## config.mk

```make
export PLATFORM = sky130hd
export DESIGN_NAME = bcd_time_counter
export DESIGN_NICKNAME = d
export VERILOG_FILES = /design/src/rtl/bcd_time_counter.sv
export SDC_FILE = /design/constraint.sdc
export NUM_CORES = 1
export LEC_CHECK = 0
export ABC_AREA = 1
export CORE_MARGIN = 2
export CORE_UTILIZATION = 50
export DETAILED_ROUTE_END_ITERATION = 7
export DONT_BUFFER_PORTS = 1
export GPL_TIMING_DRIVEN = 0
export RECOVER_POWER = 25
export SYNTH_ARGS = -nofsm -noshare
export SYNTH_HDL_FRONTEND = slang
export SYNTH_SLANG_ARGS = --single-unit
```

## constraint.sdc

```tcl
create_clock -name CLK1 -period 2.7 [get_ports CLK1]
set_input_delay 0.135 -clock CLK1 [delete_from_list [all_inputs] [get_ports CLK1]]
set_output_delay 0.135 -clock CLK1 [all_outputs]
set_load 0.01 [all_outputs]
```

## src/rtl/bcd_time_counter.sv

```systemverilog
// BCD mm:ss counter with enable prescaler, up/down counting, validated preset and wrap pulse.
// Optional macro BCD_TIME_COUNTER_SATURATE_EN: hold at the limits instead of wrapping.
module bcd_time_counter #(
  parameter int MIN_MAX  = 59,
  parameter int TICK_DIV = 1
) (
  input  logic       CLK1,
  input  logic       RESET,
  input  logic       enable,
  input  logic       up_down,
  input  logic       load,
  input  logic [3:0] load_min10,
  input  logic [3:0] load_min01,
  input  logic [3:0] load_sec10,
  input  logic [3:0] load_sec01,
  output logic [3:0] min10,
  output logic [3:0] min01,
  output logic [3:0] sec10,
  output logic [3:0] sec01,
  output logic       wrap,
  output logic       load_err,
  output logic       is_zero
);

  localparam int              PW       = (TICK_DIV > 1) ? $clog2(TICK_DIV) : 1;
  localparam logic [PW-1:0]   PRE_LAST = PW'(TICK_DIV - 1);
  localparam logic [3:0]      MAX10    = 4'(MIN_MAX / 10);
  localparam logic [3:0]      MAX01    = 4'(MIN_MAX % 10);

  logic [3:0]    r_min10, r_min01, r_sec10, r_sec01;
  logic [PW-1:0] r_pre;
  logic          r_wrap, r_load_err, r_is_zero;

  logic          w_load_ok, w_tick, w_at_max, w_at_zero, w_lim;
  logic [PW-1:0] w_pre_nxt;
  logic [3:0]    w_min10_s, w_min01_s, w_sec10_s, w_sec01_s;

  // Digits are valid BCD, so a lexicographic compare of the minute pair is a numeric compare.
  assign w_load_ok = (load_min10 <= 4'd9) && (load_min01 <= 4'd9) &&
                     (load_sec10 <= 4'd5) && (load_sec01 <= 4'd9) &&
                     ({load_min10, load_min01} <= {MAX10, MAX01});

  assign w_tick    = enable && (r_pre == PRE_LAST);
  assign w_pre_nxt = !enable ? r_pre : (w_tick ? '0 : r_pre + PW'(1));

  assign w_at_max  = (r_min10 == MAX10) && (r_min01 == MAX01) &&
                     (r_sec10 == 4'd5) && (r_sec01 == 4'd9);
  assign w_at_zero = (r_min10 == 4'd0) && (r_min01 == 4'd0) &&
                     (r_sec10 == 4'd0) && (r_sec01 == 4'd0);
  assign w_lim     = up_down ? w_at_max : w_at_zero;

  // One-second step in the selected direction, including the limit case.
  always_comb begin
    w_min10_s = r_min10;
    w_min01_s = r_min01;
    w_sec10_s = r_sec10;
    w_sec01_s = r_sec01;
    if (up_down) begin
      if (w_at_max) begin
`ifdef BCD_TIME_COUNTER_SATURATE_EN
        w_sec01_s = r_sec01;
`else
        w_min10_s = 4'd0;
        w_min01_s = 4'd0;
        w_sec10_s = 4'd0;
        w_sec01_s = 4'd0;
`endif
      end else if (r_sec01 != 4'd9) begin
        w_sec01_s = r_sec01 + 4'd1;
      end else begin
        w_sec01_s = 4'd0;
        if (r_sec10 != 4'd5) begin
          w_sec10_s = r_sec10 + 4'd1;
        end else begin
          w_sec10_s = 4'd0;
          if (r_min01 != 4'd9) begin
            w_min01_s = r_min01 + 4'd1;
          end else begin
            w_min01_s = 4'd0;
            w_min10_s = r_min10 + 4'd1;
          end
        end
      end
    end else begin
      if (w_at_zero) begin
`ifdef BCD_TIME_COUNTER_SATURATE_EN
        w_sec01_s = r_sec01;
`else
        w_min10_s = MAX10;
        w_min01_s = MAX01;
        w_sec10_s = 4'd5;
        w_sec01_s = 4'd9;
`endif
      end else if (r_sec01 != 4'd0) begin
        w_sec01_s = r_sec01 - 4'd1;
      end else begin
        w_sec01_s = 4'd9;
        if (r_sec10 != 4'd0) begin
          w_sec10_s = r_sec10 - 4'd1;
        end else begin
          w_sec10_s = 4'd5;
          if (r_min01 != 4'd0) begin
            w_min01_s = r_min01 - 4'd1;
          end else begin
            w_min01_s = 4'd9;
            w_min10_s = r_min10 - 4'd1;
          end
        end
      end
    end
  end

  always_ff @(posedge CLK1) begin
    if (RESET) begin
      r_min10    <= 4'd0;
      r_min01    <= 4'd0;
      r_sec10    <= 4'd0;
      r_sec01    <= 4'd0;
      r_pre      <= '0;
      r_wrap     <= 1'b0;
      r_load_err <= 1'b0;
      r_is_zero  <= 1'b1;
    end else begin
      r_wrap     <= 1'b0;
      r_load_err <= 1'b0;
      if (load) begin
        // A rejected load leaves both time and prescaler untouched.
        if (w_load_ok) begin
          r_min10   <= load_min10;
          r_min01   <= load_min01;
          r_sec10   <= load_sec10;
          r_sec01   <= load_sec01;
          r_pre     <= '0;
          r_is_zero <= ({load_min10, load_min01, load_sec10, load_sec01} == 16'h0000);
        end else begin
          r_load_err <= 1'b1;
        end
      end else begin
        r_pre <= w_pre_nxt;
        if (w_tick) begin
          r_min10   <= w_min10_s;
          r_min01   <= w_min01_s;
          r_sec10   <= w_sec10_s;
          r_sec01   <= w_sec01_s;
          r_wrap    <= w_lim;
          r_is_zero <= ({w_min10_s, w_min01_s, w_sec10_s, w_sec01_s} == 16'h0000);
        end
      end
    end
  end

  assign min10    = r_min10;
  assign min01    = r_min01;
  assign sec10    = r_sec10;
  assign sec01    = r_sec01;
  assign wrap     = r_wrap;
  assign load_err = r_load_err;
  assign is_zero  = r_is_zero;

endmodule

```

; After elaboration in Yosys (flattened, before gate mapping)
; Index checks and enable logic that the tools add are counted.
[classes]
n_addsub = 9
order_cmp = 5
eq_ne = 8
n_mux = 51
bitwise = 3
n_reduce_logical = 26
[op_table]
columns = cell, n
row1 = two-way mux 4 bit, 42
row2 = logical NOT 16 bit, 2
row3 = "adder 4 x 1 -> 4 bit, second input constant", 4
row4 = logical NOT 4 bit, 4
row5 = "subtractor 4 x 1 -> 4 bit, second input constant", 4
row6 = "less-or-equal comparator 4 bit, second input constant", 3
row7 = nonzero test 4 bit, 3
row8 = logical AND 1 bit, 11
row9 = two-way mux 1 bit, 9
row10 = "equality test 4 x 3 -> 1 bit, second input constant", 2
row11 = "equality test 4 bit, second input constant", 2
row12 = "less-or-equal comparator 8 x 7 -> 1 bit, second input constant", 1
row13 = "inequality test 4 bit, second input constant", 2
row14 = "less-or-equal comparator 4 x 3 -> 1 bit, second input constant", 1
row15 = "inequality test 4 x 3 -> 1 bit, second input constant", 1
row16 = AND reduction 2 bit, 2
row17 = nonzero test 2 bit, 2
row18 = inverter 1 bit, 3
row19 = OR reduction 3 bit, 1
row20 = "inequality test 2 x 1 -> 1 bit, second input constant", 1
row21 = OR reduction 2 bit, 1
row22 = "adder 1 bit, second input constant", 1
[word_totals]
regBits = 20
inputBits = 21
out_inout_bits = 19
wordCells = 110

; Depth between registers and ports, before layout
[logic_depth]
word_depth = 9
ltp_mapped = 16

; Worst setup path after synthesis
; No wires, ideal clock.
[synth_timing]
kind = register to register
startpoint = register r_sec01[0], in the netlist sec01[0]
endpoint = register r_is_zero, in the netlist is_zero
t_arrival_ns = 1.702
path_slack_ns = 0.886
path_stages_with_launch = 15
period_less_slack_ns = 1.814
path_cell_list = dfxtp_1 inv_1 ha_1 nand2_4 nor2_4 a21oi_1 nand3_1 nand2_2 inv_2 nand2_1 nor2_1 nand3_1 nand2_1 nand2_1 nand2_1
[synth_between]
elab_chain_cells = 7
elab_cells_between_ends = 31
[synth_rtl]
columns = item, line_no
row1 = start: declaration, 30  ; logic [3:0] r_min10, r_min01, r_sec10, r_sec01;
row2 = start signal: assignment, 132  ; r_sec01 <= load_sec01;
row3 = start signal: assignment, 144  ; r_sec01 <= w_sec01_s;
row4 = subtractor 4 x 1 -> 4 bit (tied with other cells), 95  ; w_sec01_s = r_sec01 - 4'd1;
row5 = two-way mux 4 bit (tied with other cells), 94  ; end else if (r_sec01 != 4'd0) begin
row6 = two-way mux 4 bit (on tied branches), "85, 59"
row7 = two-way mux 4 bit, 58  ; if (up_down) begin
row8 = logical NOT 16 bit *, 146  ; r_is_zero <= ({w_min10_s, w_min01_s, w_sec10_s, w_sec01_s} == 16'h0000);
row9 = two-way mux 1 bit *, 140  ; if (w_tick) begin
row10 = two-way mux 1 bit *, 126  ; if (load) begin
row11 = end signal: assignment, 134  ; r_is_zero <= ({load_min10, load_min01, load_sec10, load_sec01} == 16'h0000);
row12 = end signal: assignment, 146
row13 = end: declaration, 32  ; logic r_wrap, r_load_err, r_is_zero;
; Mark *: on every way between the ends. The rest lies on a longest branch, timed or not. The select of a mux whose other input is x is not followed.
; A chain may end at the register's enable or synchronous reset.

; Worst setup path after layout
[layout_timing]
startpoint = register r_min01[0], in the netlist min01[0]
endpoint = register r_is_zero, in the netlist is_zero
[layout_between]
elab_chain_cells = 9
elab_cells_between_ends = 39
[layout_rtl]
columns = item, line_no
row1 = start: declaration, 30
row2 = start signal: assignment, 130  ; r_min01 <= load_min01;
row3 = start signal: assignment, 142  ; r_min01 <= w_min01_s;
row4 = subtractor 4 x 1 -> 4 bit (tied with other cells), 103  ; w_min01_s = r_min01 - 4'd1;
row5 = two-way mux 4 bit (tied with other cells), 102  ; if (r_min01 != 4'd0) begin
row6 = two-way mux 4 bit (tied with other cells), 98  ; if (r_sec10 != 4'd0) begin
row7 = two-way mux 4 bit (tied with other cells), 94
row8 = two-way mux 4 bit (on tied branches), "85, 59"
row9 = two-way mux 4 bit, 58
row10 = logical NOT 16 bit *, 146
row11 = two-way mux 1 bit *, 140
row12 = two-way mux 1 bit *, 126
; Marked as above.

==> qor.txt <==
Status: complete, no violations
Min-Delay Path Depth: 2
Die Wd: 68.45 µm
Worst Tran Pin Value: 0.4630 ns
Hold path start: load_sec10[3]
CP max FO: 7
Post-synthesis sequential area ratio: 19.28%
H-tree depth: 1
Routed Antenna Nets: 0
CTS clock-pin slew for the worst setup and hold paths: 0.07 ns
Largest net degree at the start of global routing: 11
R2R cell count: 14
TritonCTS clock tree: done
Multi-input logic area: 0.001470 mm²
Wire per inst: 14.63 µm
Row count: 23
Final Hold Fails: 0
Clock latency on the worst-skew pair: 0.26 ns
Crit-path slowest cell: dfxtp_1
Startpoint Class: flop
Power, Total: 0.0008986 W
Final cycle utilization of the critical path: 83.74%
CP Cell Sequence: inv_1 -> ha_1 -> nand2_1 -> nor2_1 -> a21oi_1 -> nand3_1 -> nand2_2 -> inv_2 -> nand2_1 -> nor2_1 -> nand3_1 -> nand2_1 -> nand2_1 -> nand2_1
CP Launch Point: min01[0]
Post-DP HPWL: 4.672 mm
Ys flop type: dfxtp_1
Reg2reg start: min01[0]
Final period demand of the worst path: 2.261 ns
Worst setup path class: flop to flop
Slew HR: 69.13%
Iter 0 DRT Violations: 126
Worst path most repeated cell: nand2_1
Die Height: 68.45 µm
First-pass GRT wire length: 9.239 mm
Max incr delay on CP: 0.49 ns
Synthesized net count: 383
Top cells by area, synth: nand2_1 (21%), dfxtp_1 (19%), nand3_1 (8.2%)
Yosys warning count: 0
Fmax: 442.3 MHz
Number of flops mapped to enable cells by yosys: 0
Distinct cells, synth: 37
Vias: 2210
Total wire length: 5.939 mm
Final Wtd Congestion: 0.8814
Clock Tree Buf Depth: 2
Post-synth ARST share: 0%
Port Buf Inserts: 0
DRC Markers: 0
Synth Area per Inst: 5.901 µm²
Final Setup Violations: 0
Finished Cell Area: 0.002191 mm²
Clock sink total: 20
Instance area at placement: 0.002140 mm²
Layout cells sized above 1: 10.67%
Total CTS buffers: 3
PwrDens: 410.1 mW/mm²
Starting Density: 51.92%
Fillers: 414
Die ar.: 0.004685 mm²
Largest area contributor in the netlist: nand2_1
TritonRoute pass-1 iters: 4
Root buffer cell: clkbuf_8
PostCTS Resize Cnt: 0
Reg area: 400.4 µm²
Gr usage total: 26.18%
Peak VDD IR: 0.0002605 V
Worst Path Required: 2.86 ns
Setup TNS: 0 ns
RSZ-0062 raised after global routing: no
Layout Skew: 0.001845 ns
Share of the synthesized area in the top cell type: 20.96%
Final nets: 389
Flops & latches, synth: 20
Leak: 1.087 nW
Layout area overhead: 5.482%
Post-CTS setup buffers: 0
Overflow after GRT: 0
Core Region: 0.004000 mm²
CP endpoint kind: flop
DR vias/cell: 5.443
Worst endpoint data arrival time: 2.42 ns
Mapped Cells: 352
Initial antenna violation count: 0
Post-Syn Area: 0.002077 mm²
Hold crit path type: primary input to flop
Max-slew violations: 0
Max Cap Viol: 0
Vias in the first global route: 1955
Ant diodes: 0
IO Count: 40
-- cell usage in the layout, fill, tap and decap left out, types with 3 or more instances in the layout --
cell type    n
nand2_1    116
nand3_1     34
inv_1       30
nor2_1      27
a21oi_1     27
o21ai_0     27
dfxtp_1     20
ha_1        10
inv_2        6
nor2_4       5
nand2_2      5
nand4_1      5
nor2_2       4
clkbuf_8     4
nor4_1       3
clkbuf_1     3
xor2_1       3
a31oi_1      3
-- per-stage QoR --
stage / hold slack (ns) / setup slack (ns) / util, % / cells
final: 0.04752 / 0.4389 / 54.77 / 406
after global routing: 0.06384 / 0.2466 / 54.77 / 406
after CTS: 0.04539 / 0.4353 / 54.77 / 406
after detailed placement: 0.2074 / 0.4517 / 53.49 / 402
after global placement: 0.2060 / 0.4676 / 53.49 / 402
after floorplan: 0.2041 / 0.8864 / - / 352
-- timing repair --
action                                  CTS  global route
endpoints found under the hold margin     3             0
endpoints found under the setup margin    0             0
hold buffers                              1             0
-- routing by layer --
metal	up-vias	global-route usage, %	share of wire [%]
met5	-	0	0
met4	0	5.500	1.1
met3	7	5.757	6.1
met2	56	39.90	44
met1	987	37.48	49
li1	1160	-	-
-- cells in the mapped netlist (all sizes together) (3+ instances only) --
cell type / count
nand4: 5
dfxtp: 20
nand3: 37
nor4: 3
clkbuf: 6
xor2: 3
ha: 10
o21ai: 27
a31oi: 3
buf: 3
nand2: 123
a21oi: 28
inv: 37
nor2: 37
-- worst max-delay path, delay by kind of cell, from the launching register on --
kind                       cells  cell delay (ns)
buffers and inverters          2             0.21
and+or+nand+nor               10             0.83
AOI/OAI and AO/OA              1             0.35
adders and majority gates      1             0.29
DFF                            1             0.49
-- worst paths after layout --
check        endpoint  slack [ns]
min          sec10[3]        0.05
min reg2reg     r_pre        0.46
max           is_zero        0.44
max reg2reg   is_zero        0.44
-- power by group --
part           switching, W  internal [W]
clock             0.0000980     0.0000996
sequential        0.0000529      0.000316
combinational      0.000216      0.000116
total              0.000367      0.000531
-- final cells by class --
type / count / area share [%]
Buffer: 9 / 2.798
Inverter: 38 / 6.625
Tap cell: 50 / 2.856
Timing Repair Buffer: 1 / 0.4569
Multi-Input combinational cell: 285 / 67.10
Clock buffer: 3 / 1.885
Sequential cell: 20 / 18.28
-- state kept, by name, indices dropped and copies added (netlist names) --
name and flops:
sec01 4, min10 4, load_err 1, r_pre 1, min01 4, is_zero 1
sec10 4, wrap 1
-- kinds of logic after synthesis --
family                   share of synthesized area (%)
flip-flops                                       19.28
buffers and inverters                            9.939
AND/OR/NAND/NOR                                  47.23
adder cells (fa/ha/maj)                          6.024
AO/OA/AOI/OAI                                    16.27
XOR/XNOR                                         1.265
No activity file was read; power rests on OpenSTA's default activity.
